--- src/rtl/mem_port_arbiter_pkg.sv ---
// Shared encodings for the I/D memory port arbiter:
// requester IDs and memory transfer-size codes.
package mem_port_arbiter_pkg;

  localparam int MEM_XFER_W = 2;

  localparam logic PORT_I = 1'b0;
  localparam logic PORT_D = 1'b1;

  localparam logic [MEM_XFER_W-1:0] XFER_BYTE = 2'b00;
  localparam logic [MEM_XFER_W-1:0] XFER_HALF = 2'b01;
  localparam logic [MEM_XFER_W-1:0] XFER_WORD = 2'b10;

endpackage

--- src/rtl/arb_id_fifo.sv ---
// In-order ID FIFO: circular buffer, pointers carry one extra MSB
// so full and empty are distinguishable.
// Ports: clk, rst, push_i, pop_i, din_i, dout_o, full_o, empty_o.
module arb_id_fifo #(
  parameter int W     = 1,
  parameter int DEPTH = 2
) (
  input  logic         clk,
  input  logic         rst,
  input  logic         push_i,
  input  logic         pop_i,
  input  logic [W-1:0] din_i,
  output logic [W-1:0] dout_o,
  output logic         full_o,
  output logic         empty_o
);

  localparam int PW = $clog2(DEPTH) + 1;
  localparam int AW = (DEPTH > 1) ? $clog2(DEPTH) : 1;
  localparam logic [PW-1:0] PTR_MSB = PW'(1) << (PW - 1);

  logic [PW-1:0] wr_q, wr_d;
  logic [PW-1:0] rd_q, rd_d;
  logic [W-1:0]  mem_q [2**AW];
  logic [AW-1:0] wi, ri;

  // Index is the pointer modulo DEPTH; a single-entry FIFO uses slot 0.
  assign wi = (DEPTH > 1) ? AW'(wr_q) : '0;
  assign ri = (DEPTH > 1) ? AW'(rd_q) : '0;

  assign empty_o = (wr_q == rd_q);
  assign full_o  = ((wr_q ^ rd_q) == PTR_MSB);
  assign dout_o  = mem_q[ri];

  always_comb begin
    wr_d = wr_q;
    rd_d = rd_q;
    if (push_i && !full_o) wr_d = wr_q + PW'(1);
    if (pop_i && !empty_o) rd_d = rd_q + PW'(1);
  end

  always_ff @(posedge clk or posedge rst) begin
    if (rst) begin
      wr_q <= '0;
      rd_q <= '0;
    end else begin
      wr_q <= wr_d;
      rd_q <= rd_d;
    end
  end

  always_ff @(posedge clk) begin
    if (push_i && !full_o) mem_q[wi] <= din_i;
  end

endmodule

--- src/rtl/mem_port_arbiter.sv ---
// Round-robin arbiter sharing one memory port between fetch (I) and
// load/store (D); responses steered back via an in-order ID FIFO.
// Ports: i_* fetch side, d_* data side, mem_* memory side, err_o sticky.
module mem_port_arbiter
  import mem_port_arbiter_pkg::*;
#(
  parameter int ADDR_W    = 32,
  parameter int DATA_W    = 32,
  parameter int XFER_W    = MEM_XFER_W,
  parameter int MAX_OUTST = 2
) (
  input  logic              clk,
  input  logic              rst,
  input  logic              i_req_i,
  input  logic [ADDR_W-1:0] i_addr_i,
  output logic              i_gnt_o,
  output logic              i_rvalid_o,
  output logic [DATA_W-1:0] i_rdata_o,
  input  logic              d_req_i,
  input  logic [ADDR_W-1:0] d_addr_i,
  input  logic              d_wr_i,
  input  logic [DATA_W-1:0] d_wdata_i,
  input  logic [XFER_W-1:0] d_xfer_i,
  output logic              d_gnt_o,
  output logic              d_rvalid_o,
  output logic [DATA_W-1:0] d_rdata_o,
  output logic              mem_req_o,
  output logic [ADDR_W-1:0] mem_addr_o,
  output logic              mem_wr_o,
  output logic [DATA_W-1:0] mem_wdata_o,
  output logic [XFER_W-1:0] mem_xfer_o,
  input  logic              mem_gnt_i,
  input  logic              mem_rvalid_i,
  input  logic [DATA_W-1:0] mem_rdata_i,
  output logic              err_o
);

  logic lock_q, lock_d;
  logic sel_q, sel_d;
  logic rr_last_q, rr_last_d;
  logic err_q, err_d;
  logic sel, sel_req, hs, pop;
  logic full, empty, head;

  arb_id_fifo #(
    .W     (1),
    .DEPTH (MAX_OUTST)
  ) u_fifo (
    .clk     (clk),
    .rst     (rst),
    .push_i  (hs),
    .pop_i   (pop),
    .din_i   (sel),
    .dout_o  (head),
    .full_o  (full),
    .empty_o (empty)
  );

  always_comb begin
    sel = PORT_I;
    if (lock_q)                sel = sel_q;
    else if (i_req_i && d_req_i) sel = ~rr_last_q;
    else if (d_req_i)          sel = PORT_D;
    sel_req = (sel == PORT_D) ? d_req_i : i_req_i;
  end

  // Everything on the outward side is forced quiet while rst is held,
  // independent of clock, since the request path is combinational.
  always_comb begin
    mem_req_o   = 1'b0;
    mem_addr_o  = '0;
    mem_wr_o    = 1'b0;
    mem_wdata_o = '0;
    mem_xfer_o  = '0;
    if (!rst) begin
      mem_req_o = sel_req & ~full;
      if (sel == PORT_D) begin
        mem_addr_o  = d_addr_i;
        mem_wr_o    = d_wr_i;
        mem_wdata_o = d_wdata_i;
        mem_xfer_o  = d_xfer_i;
      end else begin
        mem_addr_o = i_addr_i;
        mem_xfer_o = XFER_W'(XFER_WORD);
      end
    end
  end

  assign hs      = mem_req_o & mem_gnt_i;
  assign i_gnt_o = hs & (sel == PORT_I);
  assign d_gnt_o = hs & (sel == PORT_D);

  assign pop        = mem_rvalid_i & ~empty & ~rst;
  assign i_rvalid_o = pop & (head == PORT_I);
  assign d_rvalid_o = pop & (head == PORT_D);
  assign i_rdata_o  = mem_rdata_i;
  assign d_rdata_o  = mem_rdata_i;
  assign err_o      = err_q;

  always_comb begin
    lock_d    = lock_q;
    sel_d     = sel_q;
    rr_last_d = rr_last_q;
    err_d     = err_q | (mem_rvalid_i & empty);
    if (hs) begin
      lock_d    = 1'b0;
      rr_last_d = sel;
    end else if (mem_req_o) begin
      lock_d = 1'b1;
      sel_d  = sel;
    end
  end

  always_ff @(posedge clk or posedge rst) begin
    if (rst) begin
      lock_q    <= 1'b0;
      sel_q     <= PORT_I;
      rr_last_q <= PORT_D;
      err_q     <= 1'b0;
    end else begin
      lock_q    <= lock_d;
      sel_q     <= sel_d;
      rr_last_q <= rr_last_d;
      err_q     <= err_d;
    end
  end

endmodule

--- config.mk ---
export PLATFORM = sky130hd
export DESIGN_NAME = mem_port_arbiter
export DESIGN_NICKNAME = d
export VERILOG_FILES = /design/src/rtl/mem_port_arbiter_pkg.sv /design/src/rtl/arb_id_fifo.sv /design/src/rtl/mem_port_arbiter.sv
export SDC_FILE = /design/constraint.sdc
export NUM_CORES = 1
export LEC_CHECK = 0
export BUFFER_PORTS_ARGS = -buffer_cell sky130_fd_sc_hd__clkbuf_2
export CAP_MARGIN = 20
export CORE_AREA = 2 2 107 109
export CTS_CLUSTER_DIAMETER = 200
export DETAILED_ROUTE_END_ITERATION = 8
export DIE_AREA = 0 0 109 111
export PLACE_DENSITY_LB_ADDON = 0.25
export SYNTH_ARGS = -nofsm -noshare
export SYNTH_HDL_FRONTEND = slang
export SYNTH_HIERARCHICAL = 1
export SYNTH_SLANG_ARGS = --single-unit
--- constraint.sdc ---
create_clock -name clk -period 1.59 [get_ports clk]
set_input_delay 0.0795 -clock clk [delete_from_list [all_inputs] [get_ports clk]]
set_output_delay 0.0795 -clock clk [all_outputs]
set_load 0.05 [all_outputs]
## Word-level counts from Yosys, hierarchy flattened

Memories as Yosys holds them, arrays and structs flattened.
Index checks and enable logic that the tools add are counted.

| word-level totals | value |
|---|---|
| register bits | 8 |
| latch bits | 0 |
| RAM bits | 2 |
| memory bits (read-only) | 0 |
| input port bits | 137 |
| output and inout bits | 137 |
| word-level logic and storage cells | 53 |
| memories | 1 |

| operators by class | value |
|---|---|
| add/subtract/negate cells | 2 |
| multiply operators | 0 |
| divide/modulo/power cells | 0 |
| magnitude comparators | 0 |
| equal/unequal tests | 2 |
| shift-type cells | 0 |
| muxes and demuxes | 17 |
| bitwise gates (word level) | 18 |
| reductions and logical operators | 7 |

Memory list:

| name | words | width | read ports | clocked after Yosys merged registers in | write ports | RTL line | RTL |
|---|---|---|---|---|---|---|---|
| u_fifo.mem_q | 2 | 1 | 1 | 0 | 1 | arb_id_fifo.sv:24 | `logic [W-1:0] mem_q [2**AW];` |

Operator list:

| cell | number |
|---|---|
| 2-to-1 mux 32 bit | 4 |
| 2-to-1 mux 1 bit | 11 |
| AND 1 bit | 9 |
| NOT 1 bit | 7 |
| adder 2 x 1 -> 2 bit, second input constant | 2 |
| 2-to-1 mux 2 bit | 2 |
| logical AND 1 bit | 3 |
| equality test 2 bit | 1 |
| equality test 2 bit, second input constant | 1 |
| zero test 1 bit | 2 |
| AND reduction 2 bit | 1 |
| nonzero test 2 bit | 1 |
| XOR 2 bit | 1 |
| bitwise OR 1 bit | 1 |

## Logic depth before layout (Yosys ltp)

| logic depth | value |
|---|---|
| depth after elaboration | 10 |
| gate-level depth with buffers | 9 |
| gate-level depth less buffers | 7 |

## Modules after synthesis

Netlist, hierarchy kept.

By module, submodules not included:

| module | instances | cells each | area an instance (um^2) | seq. area each (um^2) |
|---|---|---|---|---|
| mem_port_arbiter | 1 | 244 | 1646.6 | 101.3 |
| arb_id_fifo | 1 | 31 | 325.3 | 160.2 |

## Worst setup path after synthesis

Ideal clock, no wire load.

| timing path | value |
|---|---|
| kind | register to output |
| from | register u_fifo.rd_q[1] |
| to | output i_rvalid_o |
| arrival | 1.908 ns |
| data required time | 1.510 ns |
| path slack | -0.397 ns |
| cell stages (with the launch flop) | 5 |
| buffers on the path | 0 |
| path through | dfrtp_1 > xor2_2 > nor2_1 > nor3b_1 > nor2b_1 |

| on the way | value |
|---|---|
| longest elaborated chain between the ends | 5 |

Ends and longest elaborated chain:

| what | RTL line | RTL |
|---|---|---|
| start: declaration | arb_id_fifo.sv:23 | `logic [PW-1:0] rd_q, rd_d;` |
| start signal: assignment | arb_id_fifo.sv:48 | `rd_q <= rd_d;` |
| equality test 2 bit | arb_id_fifo.sv:31 | `assign empty_o = (wr_q == rd_q);` |
| named net empty | mem_port_arbiter.sv:43 | `logic full, empty, head;` |
| NOT 1 bit | mem_port_arbiter.sv:93 | `assign pop = mem_rvalid_i & ~empty & ~rst;` |
| AND 1 bit (2 in a row) | mem_port_arbiter.sv:93 |  |
| named net pop | mem_port_arbiter.sv:42 | `logic sel, sel_req, hs, pop;` |
| AND 1 bit | mem_port_arbiter.sv:94 | `assign i_rvalid_o = pop & (head == PORT_I);` |
| end: declaration | mem_port_arbiter.sv:17 | `output logic i_rvalid_o,` |

The timed path passes the listed nets, and every way through them passes these cells.

## Worst setup path after layout

| timing path | value |
|---|---|
| from | register rr_last_q |
| to | output mem_addr_o[0] |

| on the way | value |
|---|---|
| longest elaborated chain between the ends | 5 |

Ends and longest elaborated chain:

| what | RTL line | RTL |
|---|---|---|
| start: declaration | mem_port_arbiter.sv:40 | `logic rr_last_q, rr_last_d;` |
| start signal: assignment | mem_port_arbiter.sv:123 | `rr_last_q <= rr_last_d;` |
| NOT 1 bit | mem_port_arbiter.sv:62 | `else if (i_req_i && d_req_i) sel = ~rr_last_q;` |
| 2-to-1 mux 1 bit | mem_port_arbiter.sv:62 |  |
| 2-to-1 mux 1 bit | mem_port_arbiter.sv:61 | `if (lock_q) sel = sel_q;` |
| 2-to-1 mux 32 bit | mem_port_arbiter.sv:77 | `if (sel == PORT_D) begin` |
| 2-to-1 mux 32 bit | mem_port_arbiter.sv:75 | `if (!rst) begin` |
| end: declaration | mem_port_arbiter.sv:28 | `output logic [ADDR_W-1:0] mem_addr_o,` |

No other way between the ends.

==> impl_metrics.toml <==
[outcome]
status = "finished with violations"
violations = "negative setup slack"

[critical_path]
start_kind = "register"
rr_startpoint = "rr_last_q"
cpMaxStageDelayCell = "dfstp_2"
worst-setup-path-type = "register to output port"
critical_path.max_fanout = 9
reg2reg_to = "u_fifo/mem_q[0]"
r2r_cells = 7
path_cells = "nand2_2 > a22oi_2 > buf_12 > buf_12 > mux2i_1 > clkbuf_8"
end_kind = "output port"
crit_top_cell = "buf_12"
critPathArrivalTime_ns = 1.81
worst_ep_required_time_ns = 1.51
r2r_setup_slack_ns = -0.11
path_delay_family = "buffers and inverters"
worst-path-buf-inv = 3
max_stage_delay_ns = 0.53

[cells_and_area]
fillers = 1110
final_nets = 545
drive_above_1_share_pct = 73.5
area_delta_synth_final_pct = 118
diodes = 0

[clocking]
numCtsBuffers = 3
cts_tree = "done"
clk_pin_slew_worst_paths_ns = 0.04
ctsLongestPathBuffers = 2
htreeDepth = 1
cts_root_buf = "clkbuf_16"
cts_sinks = 10
worstSkewPairLatency_ns = 0.24

[timing]
setup_viol = 76
fin_tns_setup_ns = -17.92
clock_skew_ns = 0.00173
max_freq_mhz = 529
rsz0062_at_grt = "true"
drv_slew = 0
postLayoutSetupSlackWorst_ns = -0.301
hold_violations = 0
worstMarginPinSlew_ns = 0.308
slew-limit-headroom_pct = 79.5
fin_crit_sh_pct = 119
layout_min_cycle_time_ns = 1.89

[global_route]
grt_max_degree = 84
grt_pass1_wl_mm = 10.8
met2_usage_pct = 21.9
use_met3_pct = 3.17
grt_busiest_layer = "met2"
track_usage_pct = 11.1
grt_remaining_overflow = 0
grt_util_met1_pct = 10.7
grt_pass1_vias = 2313
antenna_found_initial = 0

[synthesis]
syn_avg_cell_area_um2 = 7.17
synthesis.nets = 412
yosys_register_bits = 10
yosysWarningCount = 6
synthFlopType = "dfrtp_1"
netlist_area_um2 = 1970
yosysUniqueCellTypes = 36
synth_edf_count = 2
synth_top_area_cell = "buf_4"
yosysSeqAreaShare_pct = 13.3
synth_area_leaders = "buf_4 26%, mux2i_1 18%, nand2_1 13%, and3_1 11%, dfrtp_1 8.9%"
synth.top_cell.area_share_pct = 25.5
synth-async-reset-ratio_pct = 80.0
syn_inst = 275

[floorplan]
rows = 39
fp.coreArea_um2 = 11100
start_util_pct = 17.8
die_w_um = 109
io_pins = 274
die_area_um2 = 12100
die_h_um = 111

[drt]
ant_nets = 0
vias_per_cell = 4.19
totalWireLength_mm = 7.51
vias = 2305
drtIter0Drc = 73
drcViolationCount = 0
dr.pass1.iters = 4
wl_per_cell_um = 13.7

[min_path]
hold_class = "primary input to register"
holdPathStages = 2
worstHoldEndpoint = "err_o"
hold_start = "mem_rvalid_i"

[power_and_ir_drop]
finalPower_w = 0.00727
powerDensity_nw_per_um2 = 1690
p_leak_nw = 1.99
ir_worst_vdd_mv = 1.06

[placement]
numPortBuffers = 177
gp_congestion = 0.724
dpl.hpwl_mm = 5.80

[flow_run]
maxCapViolCount = 0
worst max-delay path by stage:
stage	start	slack, ns	end	cells after the start
finish	rr_last_q	-0.30	mem_addr_o[0]	6
global route	rr_last_q	-0.37	mem_addr_o[0]	6
CTS	rr_last_q	-0.32	mem_addr_o[8]	6
detailed placement	rr_last_q	-0.14	mem_addr_o[29]	6
global placement	rr_last_q	-0.11	mem_addr_o[27]	6
floorplan	rr_last_q	-0.18	mem_addr_o[0]	4
area by class of cell:
type / count / area, um^2 / share of cell area, %
Multi-Input combinational cell: 177 / 1660 / 38.6
Sequential cell: 10 / 263 / 6.12
Timing Repair Buffer: 212 / 2100 / 48.9
Inverter: 4 / 17.5 / 0.408
Tap cell: 143 / 179 / 4.16
Clock buffer: 4 / 78.8 / 1.83
synthesized netlist by cell type (2+ instances only):
cell,number
nand2_1,68
buf_6,3
o21a_1,2
o21ai_0,5
mux2_2,2
nor2b_1,2
and3_1,35
inv_2,2
buf_4,67
a21oi_1,3
dfrtp_1,7
o31ai_1,2
buf_2,2
clkbuf_2,2
edfxtp_1,2
nor2_1,6
inv_1,2
mux2i_1,36
clkbuf_1,10
through the flow:
stage / instance area [um^2] / cells / worst slack, ns / hold slack (ns) / utilization, %
finish: 4300 / 550 / -0.301 / 0.0546 / 38.8
global route: 4300 / 550 / -0.372 / 0.0715 / 38.8
CTS: 4080 / 547 / -0.315 / 0.0501 / 36.8
detailed placement: 3410 / 538 / -0.141 / 0.0579 / 30.8
global placement: 3410 / 538 / -0.108 / 0.0530 / 30.8
floorplan: 2280 / 275 / -0.183 / -0.154 / -
power breakdown:
group | internal [W] | switching, W
clock network | 0.000337 | 0.000133
logic | 0.00315 | 0.00317
registers | 0.000384 | 0.0000987
total | 0.00387 | 0.00340
cell usage in the layout, fill, tap and decap left out, types with 2 or more instances in the layout:
master	synthesis	layout
clkbuf_16	0	3
clkbuf_2	2	105
and3_4	0	34
mux2i_1	36	7
edfxtp_1	2	2
nand2_2	0	2
nor2_4	0	2
a21oi_2	0	2
inv_1	2	2
mux2_2	2	2
clkbuf_8	0	16
dfrtp_1	7	6
nor2_1	6	3
buf_6	3	4
mux2i_2	0	7
o21ai_1	0	3
buf_4	67	22
buf_12	0	32
mux2i_4	0	22
buf_8	0	31
o31ai_1	2	2
nand2_1	68	66
o21ai_0	5	2
layer usage:
metal,share of wire [%],vias up,routed length (um)
met2,54,113,4080
met3,11,29,804
met1,33,1043,2500
met4,1.7,0,130
met5,0,-,0
li1,-,1120,-
repair_timing:
action	4_1_cts	5_1_grt
hold buffers	1	0
setup buffers	4	3
hold endpoints to repair	7	0
endpoints found under the setup margin	77	78
pin swaps	3	8
resized for setup	124	62
registers in the layout, indices dropped and copies added (netlist names):
signal	count
u_fifo/mem_q	2
u_fifo/rd_q	2
u_fifo/wr_q	2
err_o	1
lock_q	1
rr_last_q	1
sel_q	1
cells by family (layout without fill, tap and decap cells):
logic type	after synthesis	in the layout	share of synthesized area (%)
and+or+nand+nor	118	118	28.4
muxes	38	38	19.4
AOI/OAI and AO/OA	18	18	6.28
xor gates and xnor gates	3	3	1.71
DFF	10	10	13.3
buffers and inverters	88	220	30.9
(Power assumes the default switching activity.)
